**config.mk**
```make
export PLATFORM = sky130hd
export DESIGN_NAME = ram_scan_viewer
export DESIGN_NICKNAME = d
export VERILOG_FILES = /design/src/rtl/ram_scan_viewer.sv
export SDC_FILE = /design/constraint.sdc
export NUM_CORES = 1
export LEC_CHECK = 0
export CORE_MARGIN = 2
export CORE_UTILIZATION = 33
export DETAILED_ROUTE_END_ITERATION = 8
export GPL_TIMING_DRIVEN = 0
export HOLD_SLACK_MARGIN = 0.02
export PLACE_DENSITY = 0.57
export SLEW_MARGIN = 20
export SYNTH_ARGS = -nofsm -noshare
export SYNTH_HDL_FRONTEND = slang
export SYNTH_SLANG_ARGS = --single-unit
export TNS_END_PERCENT = 30
```
**constraint.sdc**
```tcl
create_clock -name clk -period 4.35 [get_ports clk]
set_input_delay 1.0875 -clock clk [delete_from_list [all_inputs] [get_ports clk]]
set_output_delay 1.0875 -clock clk [all_outputs]
set_load 0.1 [all_outputs]
```
**src/rtl/ram_scan_viewer.sv**
```systemverilog
// ram_scan_viewer: RAM with a user write port and a self-scanning registered read port.
// Ports: clk; reset (async, active-low); wr_en/wr_addr/wr_data write port;
// pause freezes auto-scan, step rising edge advances while paused;
// rd_addr/rd_data show the scanned word, rd_valid pulses when rd_addr takes a new address.
// Define RAM_SCAN_WRITE_THROUGH_EN to bypass a write to the viewed address onto rd_data.
module ram_scan_viewer #(
  parameter int DATA_W = 3,
  parameter int ADDR_W = 5,
  parameter int SCAN_TICKS = 50_000_000
) (
  input  logic              clk,
  input  logic              reset,
  input  logic              wr_en,
  input  logic [ADDR_W-1:0] wr_addr,
  input  logic [DATA_W-1:0] wr_data,
  input  logic              pause,
  input  logic              step,
  output logic [ADDR_W-1:0] rd_addr,
  output logic [DATA_W-1:0] rd_data,
  output logic              rd_valid
);
  localparam int CNT_W = SCAN_TICKS > 1 ? $clog2(SCAN_TICKS) : 1;
  logic [DATA_W-1:0] mem [2**ADDR_W];
  logic [ADDR_W-1:0] scan_addr;
  logic [CNT_W-1:0] tick_cnt;
  logic step_q, adv_q, adv;
  logic [DATA_W-1:0] rd_next;
  assign adv = pause ? step & ~step_q : tick_cnt == CNT_W'(SCAN_TICKS - 1);
`ifdef RAM_SCAN_WRITE_THROUGH_EN
  assign rd_next = wr_en && wr_addr == scan_addr ? wr_data : mem[scan_addr];
`else
  assign rd_next = mem[scan_addr];
`endif
  always_ff @(posedge clk)
    if (wr_en) mem[wr_addr] <= wr_data;
  always_ff @(posedge clk or negedge reset)
    if (!reset) begin
      scan_addr <= '0;
      tick_cnt <= '0;
      step_q <= 1'b0;
      adv_q <= 1'b0;
      rd_addr <= '0;
      rd_data <= '0;
      rd_valid <= 1'b0;
    end else begin
      tick_cnt <= adv || pause ? '0 : tick_cnt + 1'b1;
      scan_addr <= scan_addr + ADDR_W'(adv);
      step_q <= step;
      adv_q <= adv;
      rd_valid <= adv_q;
      rd_addr <= scan_addr;
      rd_data <= rd_next;
    end
endmodule

```
; ---- After elaboration in Yosys (flattened, before gate mapping)
; Memory sizes are Yosys's and may differ from the RTL's. A register that Yosys moved wholly into a read port is not among the register bits.
; Index checks and enable logic that the tools add are counted.
[word_totals]
output_inout_bits = 9
wordCells = 18
n_memories = 1
ram_bits = 96
in_bits = 13
regBits = 39
[memory_table]
columns = name, words, word_bits, read_ports, rd_clocked_by_memory_dff, wr, line
row1 = mem, 32, 3, 1, 1, 1, 23  ; logic [DATA_W-1:0] mem [2**ADDR_W];
[classes]
reduce_logical = 2
mux = 4
n_addsub = 2
n_eq_ne = 1
bitwise_logic = 2
[ops]
columns = operator, count
row1 = "adder 26 x 1 -> 26 bit, second input constant", 1
row2 = "equality test 26 bit, second input constant", 1
row3 = 2-to-1 mux 26 bit, 1
row4 = adder 5 x 1 -> 5 bit, 1
row5 = 2-to-1 mux 1 bit, 3
row6 = AND 1 bit, 1
row7 = zero test 1 bit, 1
row8 = logical OR 1 bit, 1
row9 = inverter 1 bit, 1

; ---- Logic depth before layout (Yosys ltp)
; Gate-level depths: netlist (run 1).
[logic_depth]
ltp_word = 5
mapped_depth = 8
ltp_nobuf = 8

; ---- Least setup slack after synthesis (run 1)
; No wires, ideal clock.
[synth_path]
kind = reg2reg
start = register tick_cnt[8]
end = register scan_addr[4]
stages_incl_launch_ff = 9
setup_time_ps = 132
t_arrival_ps = 2166
slack_ps = 2052
n_path_buf = 0
path_cell_list = dfrtp_1 -> nor4_1 -> nand4_1 -> o41ai_2 -> a21boi_0 -> ha_1 -> ha_1 -> nand3_1 -> xnor2_1
[synth_between]
elab_chain_len = 3
[synth_lines]
columns = element, line
row1 = from (decl), 25  ; logic [CNT_W-1:0] tick_cnt;
row2 = from (signal assigned), 46  ; tick_cnt <= adv || pause ? '0 : tick_cnt + 1'b1;
row3 = equality test 26 bit, 28  ; assign adv = pause ? step & ~step_q : tick_cnt == CNT_W'(SCAN_TICKS - 1);
row4 = 2-to-1 mux 1 bit, 28
row5 = via adv, 26  ; logic step_q, adv_q, adv;
row6 = adder 5 x 1 -> 5 bit, 47  ; scan_addr <= scan_addr + ADDR_W'(adv);
row7 = to (signal assigned), 47
row8 = to (decl), 24  ; logic [ADDR_W-1:0] scan_addr;
; The timed path passes the listed nets, and every way through them passes these cells.

; ---- Final worst setup path (run 1)
[layout_path]
start = register rd_data[0] (read register of mem)
end = output port rd_data[0]
[layout_lines]
columns = element, line
row1 = from (decl), 19  ; output logic [DATA_W-1:0] rd_data,
; No word-level cell between the ends.

==> results of run 1 <==
[metal layers]
layer / up-vias / track usage
met1: 1531 / 0.1731
met3: 12 / 0.04317
li1: 1436 / -
met2: 74 / 0.1977
met5: - / 0
met4: 0 / 0.04456
[cell families (layout without fill, tap and decap cells)]
logic type | count (synthesis) | in the layout | share of synthesized area
flip-flops | 138 | 138 | 0.6943
multiplexers | 33 | 33 | 0.1252
AO/OA/AOI/OAI | 26 | 26 | 0.02805
buffers and inverters | 19 | 73 | 0.01899
AND/OR/NAND/NOR | 115 | 115 | 0.1036
adder cells (fa/ha/maj) | 3 | 3 | 0.006626
XOR/XNOR | 15 | 15 | 0.02319
[layout make-up]
| cell class | instances | share of cell area |
|---|---|---|
| multi-input combinational | 192 | 0.2421 |
| timing repair buffer | 22 | 0.03133 |
| tap | 220 | 0.04103 |
| sequential | 138 | 0.5863 |
| clock inverter | 15 | 0.01977 |
| buffer | 15 | 0.01380 |
| inverter | 4 | 0.002238 |
| clock buffer | 17 | 0.06341 |
[metrics by stage]
| step | std cells | instance area (sq um) |
|---|---|---|
| 6_report | 623 | 6709 |
| 5_1_grt | 623 | 6709 |
| 4_1_cts | 623 | 6724 |
| 3_5_place_dp | 591 | 6166 |
| 3_3_place_gp | 590 | 6151 |
| 2_1_floorplan | 349 | 5665 |
[how the worst min path moves through the flow]
stage,end,slack (ns),depth (start not counted)
after floorplan,rd_valid,0.33,0
after global placement,rd_valid,0.33,0
after detailed placement,rd_valid,0.34,0
after CTS,rd_valid,0.35,0
after global routing,rd_valid,0.36,0
final,rd_valid,0.35,0
[sequential cells by signal, summed over array words and instances, names as in the netlist]
name and flops:
adv_q 1, mem 96, rd_addr 5, rd_data 3, rd_valid 1, scan_addr 5
step_q 1, tick_cnt 26
[cells in the final DEF, fill, tap and decap left out, types with 5 or more instances in the layout]
cell and instances:
o21ai_0 6, inv_6 5, mux4_2 30, clkdlybuf4s50_1 17, clkbuf_16 17, or3_1 7
xor2_1 7, nand3_1 14, clkbuf_1 8, dfrtp_1 42, nor3_1 5, buf_2 6
nand2_1 13, edfxtp_1 96, a21oi_1 12, o31ai_1 6, nor2_1 48, nand3b_1 5
xnor2_1 8, or4_1 6
[power groups by stage]
stage / combinational (mW) / sequential, mW / clock, mW
finish: 1.05 / 1.53 / 1.35
global route: 1.12 / 1.54 / 1.43
CTS: 1.08 / 1.53 / 1.37
detailed placement: 1.07 / 1.56 / 0
global placement: 1.07 / 1.55 / 0
floorplan: 0.513 / 1.83 / 0
==> metrics.txt, run 1 <==
run status finished clean; Area Overhead vs Synth 18.42%; core area 16,700 sq um; ys flop type edfxtp_1; Gate power share 0.268; WHS 0.3462 ns; Layout Nets 406; IO Port Bufs 21; Critical Path Source rd_data[0]; Worst-Margin Slew 0.9665 ns; Tcrit/Tclk final 0.6863; drt pass-1 iters 4; Starting Density 0.3392; Layout Skew 0.007408 ns; Crit Path Class reg -> out; global route overflow 0; antenna diode count 0; Max Fanout on Critical Path 1; first-pass GRT wire length 17.32 mm; dominant cell type by area after synthesis edfxtp_1; Async SR Flop Fraction 0.3043; vias per inst 4.900; WP depth 1; Crit. End Element output pin; Max Slew Vio Count 0; DRT antenna net count 0; critical path's top delay family buffers and inverters; EDFF count, synth 96; top cell type's share of synthesized area 0.5088; Ys Warns 0; Die Area 18,230 sq um; Seq/Total Area, Yosys 0.6943; R2R Setup Slk 1.52 ns; #FFs+latches synth 138; unrepaired setup endpoints after global routing false; hold_buf cts 0; Max H-tree Level 4; PD cells 586.1 nW/um^2; Final Hold Vio Count 0; Worst EP arrival 1.90 ns; setup bufs post-CTS 0; Internal Power 2.669 mW; DR WL met2 5.193 mm; die height 135.0 microns; Critical Path Sink rd_data[0]; Core Rows 47; Synth top cells by count edfxtp_1, nor2_1, dfrtp_1, mux4_2, nand3_1; type of origin of the critical path register; Cell Area, Synth 5665 sq um; Critical path buffers and inverters 1; Slew HR 0.3537; clk root buf clkbuf_16; Achievable Freq 334.9 MHz; Max stage delay on crit path 1.13 ns; clk sink count 138; LEAKAGE 2.254 nW; # setup viols final 0; Final Core Density 0.4017; reg2reg end scan_addr[4]; sequential cell area 3934 sq um; WL met3 606 microns; R2R Path Start tick_cnt[12]; routability cong. 0.7950; Worst path slowest cell clkdlybuf4s50_1; clk buf depth 2; M1 WL 4.879 mm; proportion of layout cells with a drive suffix above 1 0.2109; All-Layer GR Usage 0.1290; DRC viols 0; Setup WS post-layout 1.364 ns; Place WS 1.321 ns; Min-Delay Startpoint adv_q; wire per inst 17.31 microns; min Tclk post-route 2.986 ns; Power Total 3.932 mW; count of cell types in the netlist 33; wirelength, routed 10.78 mm; vias 3,053; Seq pwr share 0.389; Clock transition at path regs 0.06 ns; total CTS buffers 17; CP cell instances clkdlybuf4s50_1; # IOs 22; P_sw 1.263 mW; DP Wirelength 6.989 mm; Clk pwr share 0.343; HP Class reg -> reg; most instantiated library cell after synthesis edfxtp_1; clk_lat worst skew 0.42 ns; final-layout fill cell count 1,552; CTS tree yes; Critical Path RT 3.26 ns; Iteration-0 DRC Markers 167; peak supply drop 0.4480 mV; setup tns final 0 ns; multi-input logic area 1624 sq um; die width 135.0 microns; Syn Nets 365; Switching Fraction 0.3212; CTS resizes 0; largest cells by area after synthesis edfxtp_1, dfrtp_1, mux4_2, nor2_1, nand3_1; Reg2Reg Depth 8; Synth Instances 349; largest net degree at the start of global routing 34; DR top layer met4; number of global-route vias before repair 3,268; initial antenna violation count 0; syn_area_per_cell 16.23 sq um; max-cap violations 0
(Power assumes the default switching activity.)
==> inputs of run 2 (changes only) <==
- PLACE_DENSITY: 0.57 -> 0.59
- clock period: 4.35 -> 2.5 ns (I/O delays scaled with it)
==> run 2 against run 1 <==
Clock power is 94% higher. Sequential share of layout area is 0.71 points lower. Critical path depth is 4 higher. Critical endpoint is now rd_data[2]. Largest cell class unchanged.
==> metrics.txt, run 2 (synthesis results as in run 1) <==
run status finished clean (unchanged); clk sink count 138 (unchanged); routability cong. 0.7761 (was 0.7950); setup tns final 0 ns (unchanged); die height 135.0 microns (unchanged); IO Port Bufs 21 (unchanged); clk buf depth 2 (unchanged); Clk pwr share 0.370 (was 0.343); Gate power share 0.253 (was 0.268); CTS tree yes (unchanged); wire per inst 17.84 microns (was 17.31 microns); Max H-tree Level 4 (unchanged); Power Total 7.066 mW (was 3.932 mW); type of origin of the critical path register (unchanged); unrepaired setup endpoints after global routing false (unchanged); LEAKAGE 2.330 nW (was 2.254 nW); DRT antenna net count 0 (unchanged); commonest non-fill, non-tap cell in the layout edfxtp_1 (unchanged); Critical Path RT 2.79 ns (was 3.26 ns); vias 3,166 (was 3,053); Area Overhead vs Synth 19.88% (was 18.42%); Max Fanout on Critical Path 10 (was 1); Setup WS post-layout 0.1577 ns (was 1.364 ns); Max Slew Vio Count 0 (unchanged); # setup viols final 0 (unchanged); drt pass-1 iters 4 (unchanged); P_sw 2.104 mW (was 1.263 mW); largest reg by FF count mem (unchanged); Worst-Margin Slew 0.9780 ns (was 0.9665 ns); Critical path buffers and inverters 2 (was 1); clk_lat worst skew 0.42 ns (about the same); Crit. End Element register (was output pin); Core Rows 47 (unchanged); Die Area 18,230 sq um (unchanged); core area 16,700 sq um (unchanged); final-layout fill cell count 1,543 (was 1,552); initial antenna violation count 0 (unchanged); Seq pwr share 0.376 (was 0.389); CP cell instances clkbuf_1 -> clkbuf_2 -> mux4_2 -> mux4_2 -> mux2_2 (was clkdlybuf4s50_1); peak supply drop 0.9038 mV (was 0.4480 mV); DP Wirelength 7.244 mm (was 6.989 mm); total CTS buffers 17 (unchanged); wirelength, routed 11.12 mm (was 10.78 mm); Largest regs mem x96, tick_cnt x26 (unchanged); most used cell, CP mux4_2; Iteration-0 DRC Markers 217 (was 167); Switching Fraction 0.2978 (was 0.3212); hold_buf cts 0 (unchanged); Clock transition at path regs 0.06 ns (about the same); Layout Nets 406 (unchanged); proportion of layout cells with a drive suffix above 1 0.2184 (was 0.2109); # IOs 22 (unchanged); first-pass GRT wire length 17.83 mm (was 17.32 mm); number of global-route vias before repair 3,388 (was 3,268); PD cells 1040 nW/um^2 (was 586.1 nW/um^2); global route overflow 0 (unchanged); Layout Skew 0.007529 ns (was 0.007408 ns); Starting Density 0.3392 (unchanged); Crit Path Class reg -> reg (was reg -> out); Worst path slowest cell mux4_2 (was clkdlybuf4s50_1); max-cap violations 0 (unchanged); antenna diode count 0 (unchanged); vias per inst 5.082 (was 4.900); Final Hold Vio Count 0 (unchanged); DP Area 6166 sq um (unchanged); Worst EP arrival 2.64 ns (was 1.90 ns); Final Core Density 0.4067 (was 0.4017); max reg flops 96 (unchanged); DRC viols 0 (unchanged); Place WS -0.4193 ns (was 1.321 ns); min Tclk post-route 2.342 ns; Max stage delay on crit path 0.53 ns (was 1.13 ns); largest net degree at the start of global routing 33 (was 34); fin area 6792 sq um (was 6709 sq um); All-Layer GR Usage 0.1317 (was 0.1290); HP Class in -> async (was reg -> reg); clk root buf clkbuf_16 (unchanged); die width 135.0 microns (unchanged); Achievable Freq 426.9 MHz; Slew HR 0.3506 (was 0.3537); most frequent cells in the layout edfxtp_1, nor2_1, dfrtp_1 (unchanged); Internal Power 4.962 mW (was 2.669 mW); Tcrit/Tclk final 0.9369; critical path's top delay family multiplexers (was buffers and inverters)
==> run 2: final timing paths <==
kind                              start      endpoint  slack, ns  depth (start not counted)
max in group asynchronous         reset    rd_data[2]       1.93                          2
max                        scan_addr[1]    rd_data[2]       0.16                          5
min in group clk                  adv_q      rd_valid       0.35                          0
min reg2reg                       adv_q      rd_valid       0.35                          0
max reg2reg                scan_addr[1]    rd_data[2]       0.16                          5
min                               reset  tick_cnt[21]       0.11                          1
==> run 2: per-stage QoR <==
step | cells | hold slack, ns
after floorplan | 349 | 0.3294
after global placement | 590 | 0.3356
after detailed placement | 591 | 0.3419
after CTS | 624 | 0.1003
after global routing | 623 | 0.1084
final | 623 | 0.1071
==> run 2: power by group through the flow <==
| stage | clock network (mW) | registers [mW] | logic [mW] |
|---|---|---|---|
| floorplan | 0 | 3.18 | 0.892 |
| global placement | 0 | 2.71 | 1.84 |
| detailed placement | 0 | 2.71 | 1.86 |
| CTS | 2.66 | 2.66 | 1.83 |
| global route | 2.76 | 2.68 | 1.90 |
| finish | 2.62 | 2.66 | 1.79 |
==> run 2: final cells by class <==
class                   instances  area (sq um)  area share
flip-flops and latches        138          3934      0.5792
multi-input cells             192          1648      0.2426
clock buffers                  17         425.4     0.06264
well taps                     220         275.3     0.04053
repair buffers                 23         206.4     0.03040
clock inverters                15         196.4     0.02892
plain buffers                  14         91.34     0.01345
inverters                       4         15.01    0.002211
==> run 2: timing repair <==
action,CTS,global route
resized for setup,12,4
setup endpoints to repair,17,1
pin swaps,1,0
setup buffers,1,0
==> run 2: metal layers <==
| metal | share of wire | track usage |
|---|---|---|
| met5 | 0 | 0 |
| met4 | 0.012 | 0.04803 |
| met3 | 0.074 | 0.03941 |
| met2 | 0.49 | 0.2098 |
| met1 | 0.43 | 0.1718 |
==> inputs of run 3 (changes only) <==
- CELL_PAD_IN_SITES_DETAIL_PLACEMENT: default -> 1
- CELL_PAD_IN_SITES_GLOBAL_PLACEMENT: default -> 1
- PLACE_DENSITY: 0.59 -> 0.66
==> run 3 against run 2 <==
Power fell by 1.2%. Flip-flop and latch count did not move. First-iteration DRC count down 1.4%. Global-route usage is 1.7 points higher. Cell area down 0.20%. Die area is the same. Clock power decreased by 5%. Largest power group unchanged.
==> metrics.txt, run 3 (synthesis results as in run 1) <==
Seq pwr share 0.379 (was 0.376); most frequent cells in the layout edfxtp_1, nor2_1, dfrtp_1 (unchanged); wire per inst 19.70 microns (was 17.84 microns); Worst-Margin Slew 0.9743 ns (was 0.9780 ns); routability cong. 0.7496 (was 0.7761); wirelength, routed 12.29 mm (was 11.12 mm); Iteration-0 DRC Markers 214 (was 217); Critical Path RT 2.79 ns (about the same); die width 135.0 microns (unchanged); clk buf depth 2 (unchanged); Achievable Freq 418.8 MHz (was 426.9 MHz); largest reg by FF count mem (unchanged); IO Port Bufs 21 (unchanged); DR top layer met4 (unchanged); Max H-tree Level 4 (unchanged); first-pass GRT wire length 19.86 mm (was 17.83 mm); Starting Density 0.3392 (unchanged); # IOs 22 (unchanged); commonest non-fill, non-tap cell in the layout edfxtp_1 (unchanged); Crit. End Element register (unchanged); hold_buf cts 0 (unchanged); Area Overhead vs Synth 19.63% (was 19.88%); Worst EP arrival 2.67 ns (was 2.64 ns); most used cell, CP ha_1 (was mux4_2); Largest regs mem x96, tick_cnt x26 (unchanged); HP Class in -> async (unchanged); total CTS buffers 17 (unchanged); LEAKAGE 2.315 nW (was 2.330 nW); core area 16,700 sq um (unchanged); DRT antenna net count 0 (unchanged); min Tclk post-route 2.388 ns (was 2.342 ns); Gate power share 0.262 (was 0.253); DP Wirelength 7.985 mm (was 7.244 mm); initial antenna violation count 0 (unchanged); type of origin of the critical path register (unchanged); drt pass-1 iters 4 (unchanged); Max stage delay on crit path 0.44 ns (was 0.53 ns); M1 WL 5.613 mm (was 4.748 mm); # setup viols final 0 (unchanged); antenna diode count 0 (unchanged); Worst path slowest cell dfrtp_1 (was mux4_2); Tcrit/Tclk final 0.9551 (was 0.9369); largest net degree at the start of global routing 33 (unchanged); Die Area 18,230 sq um (unchanged); clk_lat worst skew 0.42 ns (about the same); clk root buf clkbuf_16 (unchanged); clk sink count 138 (unchanged); die height 135.0 microns (unchanged); Layout Skew 0.008895 ns (was 0.007529 ns); number of global-route vias before repair 3,446 (was 3,388); Final Core Density 0.4058 (was 0.4067); WHS 0.1020 ns (was 0.1071 ns); Final Hold Vio Count 0 (unchanged); max-cap violations 0 (unchanged); Crit Path Class reg -> reg (unchanged); Clk pwr share 0.358 (was 0.370); Max Slew Vio Count 0 (unchanged); CTS tree yes (unchanged); Internal Power 4.787 mW (was 4.962 mW); critical path's top delay family compound AO/OA/AOI/OAI gates (was multiplexers); peak supply drop 0.7325 mV (was 0.9038 mV); final-layout fill cell count 1,689 (was 1,543); max reg flops 96 (unchanged); CP cell instances nor4_2 -> nand4_1 -> o41ai_4 -> a21boi_4 -> ha_1 -> ha_1 -> nand3_1 -> xnor2_1 (was clkbuf_1 -> clkbuf_2 -> mux4_2 -> mux4_2 -> mux2_2); run status finished clean (unchanged); PD cells 1030 nW/um^2 (was 1040 nW/um^2); Max Fanout on Critical Path 5 (was 10); Switching Fraction 0.3144 (was 0.2978); vias per inst 5.008 (was 5.082); Core Rows 47 (unchanged); vias 3,125 (was 3,166); All-Layer GR Usage 0.1485 (was 0.1317); WL met3 592 microns (was 823 microns); Critical path buffers and inverters 0 (was 2); P_sw 2.196 mW (was 2.104 mW); Slew HR 0.3530 (was 0.3506); DR WL met2 5.978 mm (was 5.411 mm); DRC viols 0 (unchanged); Layout Nets 407 (was 406); global route overflow 0 (unchanged); proportion of layout cells with a drive suffix above 1 0.2302 (was 0.2184); Clock transition at path regs 0.06 ns (about the same)
## run 3: power by group through the flow
stage | combinational, mW | clock [mW] | sequential, mW
2_1_floorplan | 0.892 | 0 | 3.18
3_3_place_gp | 1.87 | 0 | 2.70
3_5_place_dp | 1.89 | 0 | 2.71
4_1_cts | 1.86 | 2.57 | 2.65
5_1_grt | 1.94 | 2.67 | 2.67
6_report | 1.83 | 2.50 | 2.65
## run 3: area by class of cell
cell class | count | area (sq um) | area share
Tap cell | 220 | 275.3 | 0.04061
Inverter | 4 | 15.01 | 0.002215
Timing Repair Buffer | 23 | 206.4 | 0.03046
Buffer | 15 | 98.84 | 0.01458
Multi-Input combinational cell | 192 | 1655 | 0.2442
Clock buffer | 17 | 425.4 | 0.06277
Sequential cell | 138 | 3936 | 0.5808
Clock inverter | 15 | 165.2 | 0.02437
## run 3: worst paths after layout
kind                              start           end  slack [ns]  depth (start not counted)
min in group clk           scan_addr[2]    rd_addr[2]        0.38                          0
max                         tick_cnt[8]  scan_addr[4]        0.11                          8
min                               reset  tick_cnt[20]        0.10                          1
min reg2reg                scan_addr[2]    rd_addr[2]        0.38                          0
max in group asynchronous         reset    rd_addr[2]        1.93                          2
max reg2reg                 tick_cnt[8]  scan_addr[4]        0.11                          8
## run 3: through the flow
step           TNS [ns]  instance area, sq um  std cells  setup slack (ns)  power (mW)
2_1_floorplan         0                  5665        349            0.2024       4.076
3_3_place_gp     -11.59                  6151        590           -0.4204       4.568
5_1_grt        -0.01048                  6778        624          -0.01048       7.278
6_report              0                  6778        624            0.1123       6.983
4_1_cts               0                  6773        624           0.02347       7.089
3_5_place_dp     -2.717                  6166        591           -0.4353       4.597
## run 3: timing repair
action | CTS | global route
pin swaps | 1 | 0
endpoints found under the setup margin | 17 | 4
cloned | 0 | 0
gates resized for setup | 15 | 7
setup buffers | 1 | 0
## run 3: layer usage
| metal | track usage | vias up |
|---|---|---|
| met5 | 0 | - |
| met4 | 0.04630 | 0 |
| met3 | 0.04279 | 10 |
| met2 | 0.2321 | 79 |
| met1 | 0.2020 | 1600 |
| li1 | - | 1436 |
==> RTL change: new RTL, flow settings as in run 3 <==
`scan_addr` and `rd_addr` no longer have a reset.
--- a/src/rtl/ram_scan_viewer.sv
+++ b/src/rtl/ram_scan_viewer.sv
@@ -35,21 +35,22 @@
     if (wr_en) mem[wr_addr] <= wr_data;
   always_ff @(posedge clk or negedge reset)
     if (!reset) begin
-      scan_addr <= '0;
       tick_cnt <= '0;
       step_q <= 1'b0;
       adv_q <= 1'b0;
-      rd_addr <= '0;
       rd_data <= '0;
       rd_valid <= 1'b0;
     end else begin
       tick_cnt <= adv || pause ? '0 : tick_cnt + 1'b1;
-      scan_addr <= scan_addr + ADDR_W'(adv);
       step_q <= step;
       adv_q <= adv;
       rd_valid <= adv_q;
-      rd_addr <= scan_addr;
       rd_data <= rd_next;
     end
+
+  always_ff @(posedge clk) begin
+      scan_addr <= scan_addr + ADDR_W'(adv);
+      rd_addr   <= scan_addr;
+  end
 endmodule
 
Formal check against the unedited RTL: not equivalent (a bounded check fails within 4 cycles, from zero or initial values and one cycle with reset low).
==> RTL change against run 3 <==
  * Total power is 1.8% lower
  * Design area is 1.7% lower
  * Sequential cell count stayed put
  * Die area is 0.86% lower
  * Hold slack better by 0.14 ns
  * Setup slack better by 0.044 ns
  * Routed wire length is 3.9% lower
  * Area after synthesis is 0.88% lower
==> RTL change: results (changes against run 3) <==
Critical path
  • Crit path arrival time: 2.64 ns (-0.03 ns)
  • CP top delay family: adder cells
  • R2r startpoint: tick_cnt[0]
  • Reg-to-reg endpoint: scan_addr[4]
  • Max incr delay on CP: 0.41 ns (-0.03 ns)
  • Register-to-register setup slack: 0.16 ns (+0.04 ns)

Synth
  • Top cells by count, synth: 96 x edfxtp_1, 48 x nor2_1, 32 x dfrtp_1
  • Adder-cell share of the synthesized area: 0.6684% (+0.0059 points)
  • Ys async rst share: 23.19% (-7.2 points)
  • Post-synthesis sequential area ratio: 69.16% (-0.27 points)
  • Post-synthesis compound-gate area fraction: 2.830% (+0.025 points)
  • Synth unique cells: 34 (+3.0%)
  • Synth area leaders: edfxtp_1 51%, dfrtp_1 14%, mux4_2 12%, dfxtp_1 3.6%, nor2_1 3.2%
  • Post-synthesis mux area share: 12.63% (+0.11 points)
  • Synthesized flop and latch total: 138 (unchanged)
  • Gate Count Post-Synth: 349 (unchanged)
  • Post-Synth XOR/XNOR Area: 2.340% (+0.021 points)

Drt
  • Routed met3 length: 607 µm (+2.5%)
  • Vias post-DR: 3123 (-0.064%)
  • DR WL met2: 5.936 mm (-0.70%)
  • Pre-Repair DR Iteration Count: 5 (+1)
  • 1st-iter DRT viols: 189 (-12%)
  • WL met1: 5.090 mm (-9.3%)
  • Avg WL per Cell: 18.97 µm (-3.7%)
  • Drt via density: 5.013 (about the same)

Final layout
  • Clock buf/inv share: 8.541% (-0.17 points)
  • Signal buf overhead: 4.243% (-0.26 points)
  • FF+latch area: 0.003884 mm² (-1.3%)
  • Non-Clock Buffer Count: 37 (-2.6%)
  • Clk_buf instances: 18 (+1)
  • Inverters: 4 (unchanged)
  • Ratio of cells with drive above 1 in the final layout: 21.84% (-1.2 points)
  • Multi-input logic area: 0.001639 mm² (-0.98%)
  • Fill cell count: 1700 (+0.65%)

GRT
  • Total track usage: 14.48% (-0.37 points)
  • Met1 GRT Util: 18.15% (-2.0 points)
  • First-pass GRT wire length: 18.91 mm (-4.8%)
  • Met3 GRT Util: 4.460% (+0.18 points)
  • Vias in the first global route: 3332 (-3.3%)

Power
  • Power in the clock group: 2.41 mW (-4%)
  • Part of the power in combinational logic: 25.9% (-0.3 points)
  • PwrDens: 1029 mW/mm² (-0.13%)
  • Cell Int Power: 4.684 mW (-2.2%)
  • Peak VDD IR: 0.0005105 V (-30%)

STA
  • Clock skew: 0.005839 ns (-0.003056 ns)
  • WHS: 0.2465 ns (+0.1445 ns)
  • Slew HR: 35.92% (+0.62 points)

Min path
  • Worst hold path class: primary input to asynchronous set/reset pin

Place
  • DP HPWL: 7.665 mm (-4.0%)
  • Placed inst area: 0.006096 mm² (-1.1%)
  • Placed Cells incl. Taps: 590 (-0.17%)
  • Final GP Congestion: 0.7581 (+1.1%)
  • Dpl ws: -0.5473 ns (-0.1120 ns)

Status
  • Status: finished, final reports clean

Floorplanning
  • Die W: 134.4 µm (-0.43%)
-- RTL change: worst max-delay path by stage --
| stage | startpoint | endpoint | slack [ns] | cells past startpoint |
|---|---|---|---|---|
| 6_report | tick_cnt[0] | scan_addr[4] | 0.16 | 8 |
| 5_1_grt | tick_cnt[0] | scan_addr[4] | -0.009 | 8 |
| 4_1_cts | tick_cnt[0] | scan_addr[4] | 0.06 | 8 |
| 3_5_place_dp | tick_cnt[12] | scan_addr[4] | -0.55 | 8 |
| 3_3_place_gp | tick_cnt[12] | scan_addr[4] | -0.51 | 8 |
| 2_1_floorplan | tick_cnt[8] | scan_addr[4] | 0.21 | 8 |
-- RTL change: timing repair --
action                                  CTS  global route
resized for setup                        13             3
pin swaps                                 1             0
cloned                                    0             0
endpoints found under the setup margin   17             4
buffers inserted                          1             0
-- RTL change: kinds of logic after synthesis --
kind of cell,after synthesis
AOI/OAI and AO/OA,26
xor gates and xnor gates,15
adders and majority gates,3
buffers and inverters,19
DFF,138
muxes,33
and+or+nand+nor,115
